<file path="src/rtl/cpu_pkg.sv">
// rtl/cpu_pkg.sv - shared CPU constants and instruction loader state type
//
// Purpose: constants shared by the CPU datapath and the instruction memory
// loader, plus the loader FSM state enumeration.
// Ports: none (package).

package cpu_pkg;

  // Instruction memory address width; matches the pc width.
  localparam int CPU_ADDR_W  = 8;

  // Instruction word width; the loader assembles exactly two bytes per word.
  localparam int CPU_INSTR_W = 16;

  typedef enum logic [2:0] {
    IDLE = 3'd0,
    LEN  = 3'd1,
    HI   = 3'd2,
    LO   = 3'd3,
    CHK  = 3'd4,
    DONE = 3'd5,
    ERR  = 3'd6
  } loader_state_t;

endpackage

</file>
<file path="src/rtl/imem_loader.sv">
// rtl/imem_loader.sv - framed byte stream to instruction memory write port
//
// Purpose: receives a frame {LEN, 2*LEN data bytes (hi then lo per word), CHK},
// writes each assembled 16-bit word into instruction memory, and holds the CPU
// until a frame whose XOR checksum matches has been fully written.
// Ports:
//   clk, rst            rising-edge clock, synchronous active-high reset
//   start               1-cycle pulse: begin a frame (honoured in IDLE/DONE/ERR)
//   byte_in/byte_valid  stream byte and its valid
//   byte_ready          loader accepts a byte (LEN, HI, LO, CHK)
//   imem_we/addr/wdata  registered instruction memory write port
//   cpu_hold            1 = CPU holds pc and suppresses RegWrite/MemWrite
//   done / err          frame outcome levels, cleared by the next start

module imem_loader
  import cpu_pkg::*;
#(
  parameter int                ADDR_W    = CPU_ADDR_W,
  parameter int                INSTR_W   = CPU_INSTR_W,
  parameter logic [ADDR_W-1:0] BASE_ADDR = '0
) (
  input  logic               clk,
  input  logic               rst,
  input  logic               start,
  input  logic [7:0]         byte_in,
  input  logic               byte_valid,
  output logic               byte_ready,
  output logic               imem_we,
  output logic [ADDR_W-1:0]  imem_addr,
  output logic [INSTR_W-1:0] imem_wdata,
  output logic               cpu_hold,
  output logic               done,
  output logic               err
);

  loader_state_t      state_q, state_d;
  logic [7:0]         len_q,   len_d;
  logic [7:0]         idx_q,   idx_d;
  logic [7:0]         hi_q,    hi_d;
  logic [7:0]         acc_q,   acc_d;
  logic               we_q,    we_d;
  logic [ADDR_W-1:0]  addr_q,  addr_d;
  logic [INSTR_W-1:0] wdata_q, wdata_d;
  logic               hold_q,  hold_d;
  logic               done_q,  done_d;
  logic               err_q,   err_d;

  logic xfer;
  logic last_word;

  assign byte_ready = (state_q == LEN) || (state_q == HI) ||
                      (state_q == LO)  || (state_q == CHK);
  assign xfer       = byte_valid && byte_ready;

  // Widened compare so the test stays correct for the full 255-word frame.
  assign last_word  = ({1'b0, idx_q} + 9'd1) == {1'b0, len_q};

  always_comb begin
    state_d = state_q;
    len_d   = len_q;
    idx_d   = idx_q;
    hi_d    = hi_q;
    acc_d   = acc_q;
    we_d    = 1'b0;
    addr_d  = addr_q;
    wdata_d = wdata_q;
    hold_d  = hold_q;
    done_d  = done_q;
    err_d   = err_q;

    unique case (state_q)
      IDLE, DONE, ERR: begin
        if (start) begin
          state_d = LEN;
          done_d  = 1'b0;
          err_d   = 1'b0;
          acc_d   = 8'h00;
          idx_d   = 8'h00;
          hold_d  = 1'b1;
        end
      end

      LEN: begin
        if (xfer) begin
          len_d   = byte_in;
          state_d = (byte_in == 8'h00) ? CHK : HI;
        end
      end

      HI: begin
        if (xfer) begin
          hi_d    = byte_in;
          acc_d   = acc_q ^ byte_in;
          state_d = LO;
        end
      end

      LO: begin
        if (xfer) begin
          acc_d   = acc_q ^ byte_in;
          // The write is registered, so it lands one cycle after the lo byte
          // and overlaps reception of the next word's hi byte.
          we_d    = 1'b1;
          addr_d  = BASE_ADDR + ADDR_W'(idx_q);
          wdata_d = INSTR_W'({hi_q, byte_in});
          idx_d   = idx_q + 8'd1;
          state_d = last_word ? CHK : HI;
        end
      end

      CHK: begin
        if (xfer) begin
          if (byte_in == acc_q) begin
            state_d = DONE;
            done_d  = 1'b1;
            hold_d  = 1'b0;
          end else begin
            state_d = ERR;
            err_d   = 1'b1;
          end
        end
      end

      default: state_d = IDLE;
    endcase
  end

  always_ff @(posedge clk) begin
    if (rst) begin
      state_q <= IDLE;
      len_q   <= 8'h00;
      idx_q   <= 8'h00;
      hi_q    <= 8'h00;
      acc_q   <= 8'h00;
      we_q    <= 1'b0;
      addr_q  <= BASE_ADDR;
      wdata_q <= '0;
      hold_q  <= 1'b1;
      done_q  <= 1'b0;
      err_q   <= 1'b0;
    end else begin
      state_q <= state_d;
      len_q   <= len_d;
      idx_q   <= idx_d;
      hi_q    <= hi_d;
      acc_q   <= acc_d;
      we_q    <= we_d;
      addr_q  <= addr_d;
      wdata_q <= wdata_d;
      hold_q  <= hold_d;
      done_q  <= done_d;
      err_q   <= err_d;
    end
  end

  assign imem_we    = we_q;
  assign imem_addr  = addr_q;
  assign imem_wdata = wdata_q;
  assign cpu_hold   = hold_q;
  assign done       = done_q;
  assign err        = err_q;

endmodule

</file>
<file path="config.mk">
export PLATFORM = sky130hd
export DESIGN_NAME = imem_loader
export DESIGN_NICKNAME = d
export VERILOG_FILES = /design/src/rtl/cpu_pkg.sv /design/src/rtl/imem_loader.sv
export SDC_FILE = /design/constraint.sdc
export NUM_CORES = 1
export LEC_CHECK = 0
export ABC_AREA = 1
export CAP_MARGIN = 0
export CORE_MARGIN = 2
export CORE_UTILIZATION = 50
export CTS_CLUSTER_DIAMETER = 120
export DETAILED_ROUTE_END_ITERATION = 12
export PLACE_DENSITY = 0.73
export SLEW_MARGIN = 10
export SYNTH_ARGS = -nofsm -noshare
export SYNTH_HDL_FRONTEND = slang
export SYNTH_SLANG_ARGS = --single-unit
export TNS_END_PERCENT = 50
</file>
<file path="constraint.sdc">
create_clock -name clk -period 1.8 [get_ports clk]
set_input_delay 0.27 -clock clk [delete_from_list [all_inputs] [get_ports clk]]
set_output_delay 0.27 -clock clk [all_outputs]
set_load 0.01 [all_outputs]
</file>
# == Word level (Yosys, flattened, before mapping) ==
# Cells that the tools add are included.
# word_totals
register_bits,63
in_bits,12
wordCells,77
# classes
addsub,2
eq_ne,16
mux,26
n_bitwise,2
reduce_logical,20
# op_table
operator,n
$pmux 8 s2,2
$mux 8,3
$mux 3,7
$pmux 3 s5,1
$ne 2x2->1 const B,6
$add 8x1->9 const B,1
$eq 3x3->1 const B,3
$eq 9x8->1,1
$mux 1,9
$add 8x1->8 const B,1
$eq 8x8->1,1
$logic_not 8->1,1
$reduce_and 4->1,2
$xor 8x8->8,1
$eq 3x2->1 const B,2
$pmux 1 s2,3
$reduce_and 2->1,3
$reduce_and 3->1,2
$reduce_bool 2->1,3
$reduce_and 5->1,1
$ne 2x1->1 const B,2
$reduce_or 2->1,2
$eq 3x1->1 const B,1
$logic_not 3->1,1
5 further kinds,7

# == Depth between registers and ports, before layout ==
# logic_depth
word_depth,7
ltp_mapped,14

# == Least setup slack after synthesis ==
# Ideal clock, no wire load.
# synth_path
kind,flip-flop to flip-flop
from,register idx_q[0]
to,register state_q[1]
arrival_ns,1.426
t_required_ns,1.663
slack_ns,0.237
path_stages_with_launch,14
n_path_buf,0
cell_sequence,dfxtp_1 ha_1 nand2_1 clkinv_1 nand3_1 nand2_1 nand2_1 nor2_1 nor2_1 nand3_1 nand2_1 nand2_1 nand2_1 a21oi_1
# synth_between
elab_chain_cells,5
# synth_lines
element,line_no,source
start: declaration,imem_loader.sv:38,"logic [7:0] idx_q, idx_d;"
start signal: assignment,imem_loader.sv:144,idx_q <= idx_d;
$add 8x1->9,imem_loader.sv:56,"assign last_word = ({1'b0, idx_q} + 9'd1) == {1'b0, len_q};"
$eq 9x8->1,imem_loader.sv:56,
$mux 3,imem_loader.sv:107,state_d = last_word ? CHK : HI;
$mux 3,imem_loader.sv:99,if (xfer) begin
$pmux 3 s5,imem_loader.sv:71,unique case (state_q)
end signal: assignment,imem_loader.sv:142,state_q <= state_d;
end: declaration,imem_loader.sv:36,"loader_state_t state_q, state_d;"
# Every way passes these cells. The select of a mux whose other input is x is not followed.
# A chain may end at the register's enable or synchronous reset.

# == Final worst setup path ==
# layout_path
from,register state_q[0]
to,output byte_ready
# layout_between
elab_chain_cells,4
elab_cells_between_ends,7
cone_classes,4 x eq/ne; 3 x reduce/logical
# layout_lines
element,line_no,source
$eq 3x1->1 / $eq 3x2->1 (equally long branches),imem_loader.sv:51,assign byte_ready = (state_q == LEN) || (state_q == HI) ||
$logic_or 1x1->1 (2 in series),imem_loader.sv:51,
$logic_or 1x1->1 (*),imem_loader.sv:52,(state_q == LO) || (state_q == CHK);
end: declaration,imem_loader.sv:27,"output logic byte_ready,"
# Mark *: on every way between the ends. The rest lies on a longest branch, timed or not.

==> key figures <==
Clock tree
  – Cell at the root of the clock tree: sky130_fd_sc_hd__clkbuf_8
  – Number of buffers inserted during clock tree synthesis: 9
  – Worst-path clk slew: roughly 0.070 ns
  – Clock tree from TritonCTS: done
  – Clock H-tree levels: 3
  – Gates resized, CTS repair: 5
  – Post-CTS Setup Bufs: 0
  – Hold buffer count at cts: 0
  – Max Root-Sink Buffers: 2
  – Clock sinks: between 60 and 70
  – Clock latency reported for the late side of the worst-skew pair: approximately 0.34 ns

Synth
  – Synthesized netlist net count: about 390
  – Synth Area per Inst: about 7.6 sq um
  – Fraction of registers with async set or reset after synthesis: 0
  – Ranking of synthesized cells by instance count: sky130_fd_sc_hd__dfxtp_1 (63), sky130_fd_sc_hd__nand2_1 (62), sky130_fd_sc_hd__a21oi_1 (49), sky130_fd_sc_hd__o21ai_0 (39), sky130_fd_sc_hd__nor2_1 (37)
  – Synth area leader: sky130_fd_sc_hd__dfxtp_1
  – Most area-consuming cells after synthesis: sky130_fd_sc_hd__dfxtp_1 (44%), sky130_fd_sc_hd__a21oi_1 (8.5%), sky130_fd_sc_hd__nand2_1 (8.1%)
  – Post-synth cell types: 30
  – Portion of synthesized cell area occupied by the leading cell type: 0.4386
  – Dominant cell by count in the synthesized netlist: sky130_fd_sc_hd__dfxtp_1
  – Post-synthesis instance total: between 300 and 400
  – Top flip-flop cell by instance count after synthesis: sky130_fd_sc_hd__dfxtp_1
  – Number of synthesized flops with an enable pin: 0
  – Yosys reg bits: 63
  – Sequential fraction of the synthesis area: 0.4386
  – Post-synthesis instance area: 2875 sq um
  – Yosys synthesis warning count: 0

Global route
  – Met2 usage: 0.3655
  – Global route overflow: 0
  – Global-route wire length before repair: about 11,000 microns
  – Number of global-route vias before repair: roughly 2,500
  – Number of antenna violations at the first check in global routing: 0
  – Grt met1 use: 0.2991
  – Global Route met3 Usage: 0.05204
  – Pin count of the biggest net entering global routing: 43
  – Layer with the highest usage after global routing: met2
  – Overall Global Routing Usage: 0.2277

Power and ir drop
  – Power density normalized to cell area: approximately 1200 nW/um^2
  – Max IR drop VDD: around 0.80 mV
  – Pleak: around 1.5 nW

Drt
  – Via-to-Cell Ratio: slightly above 5
  – Mean routed wirelength per cell: approximately 13 microns
  – Antenna-violating nets left: 0
  – Detailed Routing Iterations Pass 1: 4
  – Total number of vias: 2,627
  – Detailed router's first-iteration violation count: ~160
  – Number of remaining DRC errors: 0
  – Total length of routed wires: 6626 microns

Floorplan
  – Die X-Extent: between 70 and 80 microns
  – Core Box Area: 5540 sq um
  – Top-level port count: slightly above 40
  – Effective utilization at floorplan: 0.5190
  – Die ar.: 6373 sq um
  – Number of cell rows: 27
  – Die Span Y: approximately 80 microns

Timing
  – Slew @ Worst Pin: ~0.37 ns
  – Period utilization: 0.9331
  – Final setup violation count: 0
  – Endpoints failing hold: 0
  – Worst relative slew slack: 0.7516
  – Final Max Slew Viols: 0
  – Final Skew: 0.006783 ns
  – Worst Slack Setup Final: 0.1204 ns
  – Clock period minus worst slack: ~1.7 ns
  – RSZ-0062 raised after global routing: false
  – Max Clk Rate: 595.4 MHz

Setup path
  – Arr. time, crit path: around 1.4 ns
  – Req. time, crit path: roughly 1.5 ns
  – Cell type group with the largest total delay on the critical path: buffers and inverters
  – Launching element type of the critical path: register
  – Cell-by-cell listing of the critical path: nor2_4 -> nand2_1 -> inv_2 -> nor2_4 -> inv_1 -> clkdlybuf4s15_1
  – Maximum fanout along the worst path: 6
  – Buffers & Inverters on Critical Path: 3
  – CP most frequent cell: sky130_fd_sc_hd__nor2_4
  – Worst Setup End Kind: output port
  – Largest stage delay on the critical path: around 0.38 ns
  – Crit-path slowest cell: sky130_fd_sc_hd__dfxtp_4
  – Class of the most critical setup path: register to output port

Final layout
  – Final Core Density: 0.6561
  – Antenna diode count: 0
  – Layout area overhead: 26.41%
  – Layout cells sized above 1: 0.1487
  – Final #Nets: 445

Run
  – Maxcap violations: 0

Place
  – Hpwl dp: roughly 4400 microns
  – Number of buffers added on ports: 40
  – DP Worst Slack: -0.01080 ns
  – Final RePlAce weighted congestion: 0.8413

Run status
  – Result of the run: finished clean

Worst hold path
  – Kind of path behind the tightest hold check: register to register
## tightest hold or removal path: cells and delay by family (launching register included)
kind	cells	cell delay, ns
flip-flops	1	0.33
AND/OR/NAND/NOR	2	0.12
## sequential cells by signal, summed over array words and instances (netlist names)
name,count
done,1
imem_wdata,16
imem_addr,8
len_q,8
imem_we,1
acc_q,8
hi_q,8
idx_q,8
state_q,3
err,1
cpu_hold,1
## cells in the final DEF (no fill, tap or decap), types with 2 or more instances in the layout
master | netlist | final
sky130_fd_sc_hd__a211oi_2 | 3 | 3
sky130_fd_sc_hd__nor2_2 | 5 | 2
sky130_fd_sc_hd__nor2_4 | 4 | 7
sky130_fd_sc_hd__nand2_1 | 62 | 62
sky130_fd_sc_hd__a31oi_1 | 3 | 3
sky130_fd_sc_hd__nand2_4 | 2 | 2
sky130_fd_sc_hd__nor3_1 | 2 | 2
sky130_fd_sc_hd__buf_4 | 0 | 13
sky130_fd_sc_hd__nor2_8 | 2 | 2
sky130_fd_sc_hd__o21ai_0 | 39 | 39
sky130_fd_sc_hd__xor2_1 | 5 | 5
sky130_fd_sc_hd__a21oi_2 | 2 | 2
sky130_fd_sc_hd__inv_2 | 6 | 7
sky130_fd_sc_hd__nor2_1 | 37 | 37
sky130_fd_sc_hd__nand2_2 | 4 | 4
sky130_fd_sc_hd__inv_6 | 0 | 3
sky130_fd_sc_hd__buf_12 | 0 | 2
sky130_fd_sc_hd__dfxtp_1 | 63 | 61
sky130_fd_sc_hd__clkbuf_8 | 0 | 9
sky130_fd_sc_hd__a21oi_1 | 49 | 49
sky130_fd_sc_hd__clkinvlp_4 | 0 | 2
sky130_fd_sc_hd__xnor2_1 | 5 | 5
sky130_fd_sc_hd__nand3_1 | 27 | 27
sky130_fd_sc_hd__clkdlybuf4s50_1 | 0 | 39
sky130_fd_sc_hd__inv_1 | 31 | 31
sky130_fd_sc_hd__nand4_1 | 8 | 8
## per-layer routing
metal,wire length [microns],part of all wire
met1,3170,0.48
met2,3063,0.46
met3,308,0.046
met4,83,0.013
met5,0,0
## where the power goes
group | switching [W] | leakage [nW] | internal [W] | total (W)
Clock | 0.000609 | 0.0866 | 0.000512 | 0.00112
Sequential | 0.000149 | 0.512 | 0.00161 | 0.00176
Combinational | 0.00101 | 0.896 | 0.000647 | 0.00165
## stage by stage
step	power [W]	hold WS [ns]	std cells	area (sq um)	TNS, ns
2_1_floorplan	0.002896	0.3430	380	2875	0
3_3_place_gp	0.003356	0.4453	493	3436	0
3_5_place_dp	0.003380	0.4565	493	3436	-0.01580
4_1_cts	0.004529	0.4751	509	3626	0
5_1_grt	0.004814	0.5082	509	3635	0
6_report	0.004537	0.4748	509	3635	0
## path summary, 6_finish.rpt
check                           startpoint    endpoint  slack (ns)  depth (start not counted)
worst max-delay path            state_q[0]  byte_ready        0.12                          6
worst min-delay path              cpu_hold    cpu_hold        0.47                          2
worst max register to register    idx_q[0]  state_q[1]        0.21                         14
worst min register to register    cpu_hold    cpu_hold        0.47                          2
## area by class of cell
type	instances	area, sq um
tap	72	90.09
clock inverter	7	55.05
sequential	63	1266
multi-input combinational	265	1419
clock buffer	9	123.9
timing repair buffer	55	538.0
fill	486	1906
inverter	38	142.6
## kinds of logic after synthesis
group                    share of synthesized area
AO/OA/AOI/OAI                               0.1958
XOR/XNOR                                   0.03046
adder cells (fa/ha/maj)                   0.004351
buffers and inverters                      0.07311
flip-flops                                  0.4386
AND/OR/NAND/NOR                             0.2576
Power figures use the tool's default switching activity.
==> RTL change, RTL diff (config.mk and constraints unchanged) <==
The 7 states of `loader_state_t` get a one-hot encoding in 7 bits.
--- a/src/rtl/cpu_pkg.sv
+++ b/src/rtl/cpu_pkg.sv
@@ -12,14 +12,14 @@
   // Instruction word width; the loader assembles exactly two bytes per word.
   localparam int CPU_INSTR_W = 16;
 
-  typedef enum logic [2:0] {
-    IDLE = 3'd0,
-    LEN  = 3'd1,
-    HI   = 3'd2,
-    LO   = 3'd3,
-    CHK  = 3'd4,
-    DONE = 3'd5,
-    ERR  = 3'd6
+  typedef enum logic [6:0] {
+    IDLE = 7'b0000001,
+    LEN  = 7'b0000010,
+    HI   = 7'b0000100,
+    LO   = 7'b0001000,
+    CHK  = 7'b0010000,
+    DONE = 7'b0100000,
+    ERR  = 7'b1000000
   } loader_state_t;
 
 endpackage
Formal check against the unedited RTL: no difference found for any inputs over 10 cycles, from zero or initial values and one cycle with rst high; not proved beyond that.
==> RTL change against the original RTL <==
- wire length increased by 21%
- design area increased by 12%
- sequential cell count increased by 4
- sequential share of layout area decreased by 1.7 points
- worst setup slack got worse by 0.059 ns
- power decreased by 3.4%
- combinational power decreased by 16%
- synthesized area increased by 10%
- critical path type is now reg2reg
- largest cell class unchanged
==> RTL change: results <==
status:
  status: "complete, no violations"
setup_path:
  r2r_slack_ns: 0.06
  critPathArrivalTime_ns: 2.01
  ff2ff_path_depth: 11
  critPathMaxFanout: 4
  cp_top_family: "simple AND/OR/NAND/NOR gates"
place:
  placed_cell_area_um2: 3760
  dp_cells: 546
  dp_slack_ns: -0.02431
  dp_hpwl_um: 5425
cells_and_area:
  nClkBuffers: 10
  multi_input_area_share: 0.4034
  multi_input_cells: 304
  clkCellAreaFrac: 0.05069
  fin_nets: 500
  inv_count: 35
  nNonClkBuffers: 70
  bufAreaShareNonClock: 0.1576
  seq_area_frac: 0.3312
global_routing:
  track_usage: 0.2308
  use_met2: 0.3738
  grt_pass1_vias: 2798
  grt_pass1_wl_um: 13060
synthesis:
  yosysSeqAreaShare: 0.4229
  synthCells: 424
  ys_top_cells_by_area: "dfxtp_1 (42%), nand2_1 (11%), a21oi_1 (11%)"
  synth_fp_nets: 437
  syn_area_um2: 3172
  ys_types: 35
timing:
  skew_ns: 0.01097
  slew_headroom: 0.5959
  max_freq_mhz: 575.1
  fin_hold_ws_ns: 0.4624
detailed_routing:
  firstDrtPassIters: 5
  avgViaCountPerCell: 5.448
  drt_iter0_drc: 200
  wl_um: 8014
  wl_met2_um: 3828
  wl_met3_um: 549
pwr:
  pg_comb_mw: 1.38
  power.leakage_nw: 1.537
  p_switching_mw: 1.608
[RTL change: cell count changes after synthesis, sizes merged, moves of 3 or more]
| cell | before | now |
|---|---|---|
| a21oi | 52 | 70 |
| buf | 7 | 11 |
| dfxtp | 63 | 67 |
| nand2 | 68 | 106 |
| nand3 | 28 | 64 |
| nand4 | 8 | 5 |
| nor2 | 48 | 20 |
| nor4 | 0 | 5 |
| o21ai | 40 | 15 |
| xnor2 | 5 | 1 |
| xor2 | 5 | 9 |
[RTL change: cells by family (layout without fill, tap and decap cells)]
logic type                 Yosys count  count (layout)  share of synthesized area
xor gates and xnor gates            10              10                    0.02762
and+or+nand+nor                    203             204                     0.3179
AOI/OAI and AO/OA                   89              89                     0.1550
adders and majority gates            1               1                   0.003944
buffers and inverters               54             121                    0.07258
DFF                                 67              67                     0.4229
[RTL change: final timing paths]
path	from	end
max reg2reg	idx_q[0]	state_q[2]
min	imem_addr[4]	imem_addr[4]
max	idx_q[0]	state_q[2]
min reg2reg	imem_addr[4]	imem_addr[4]
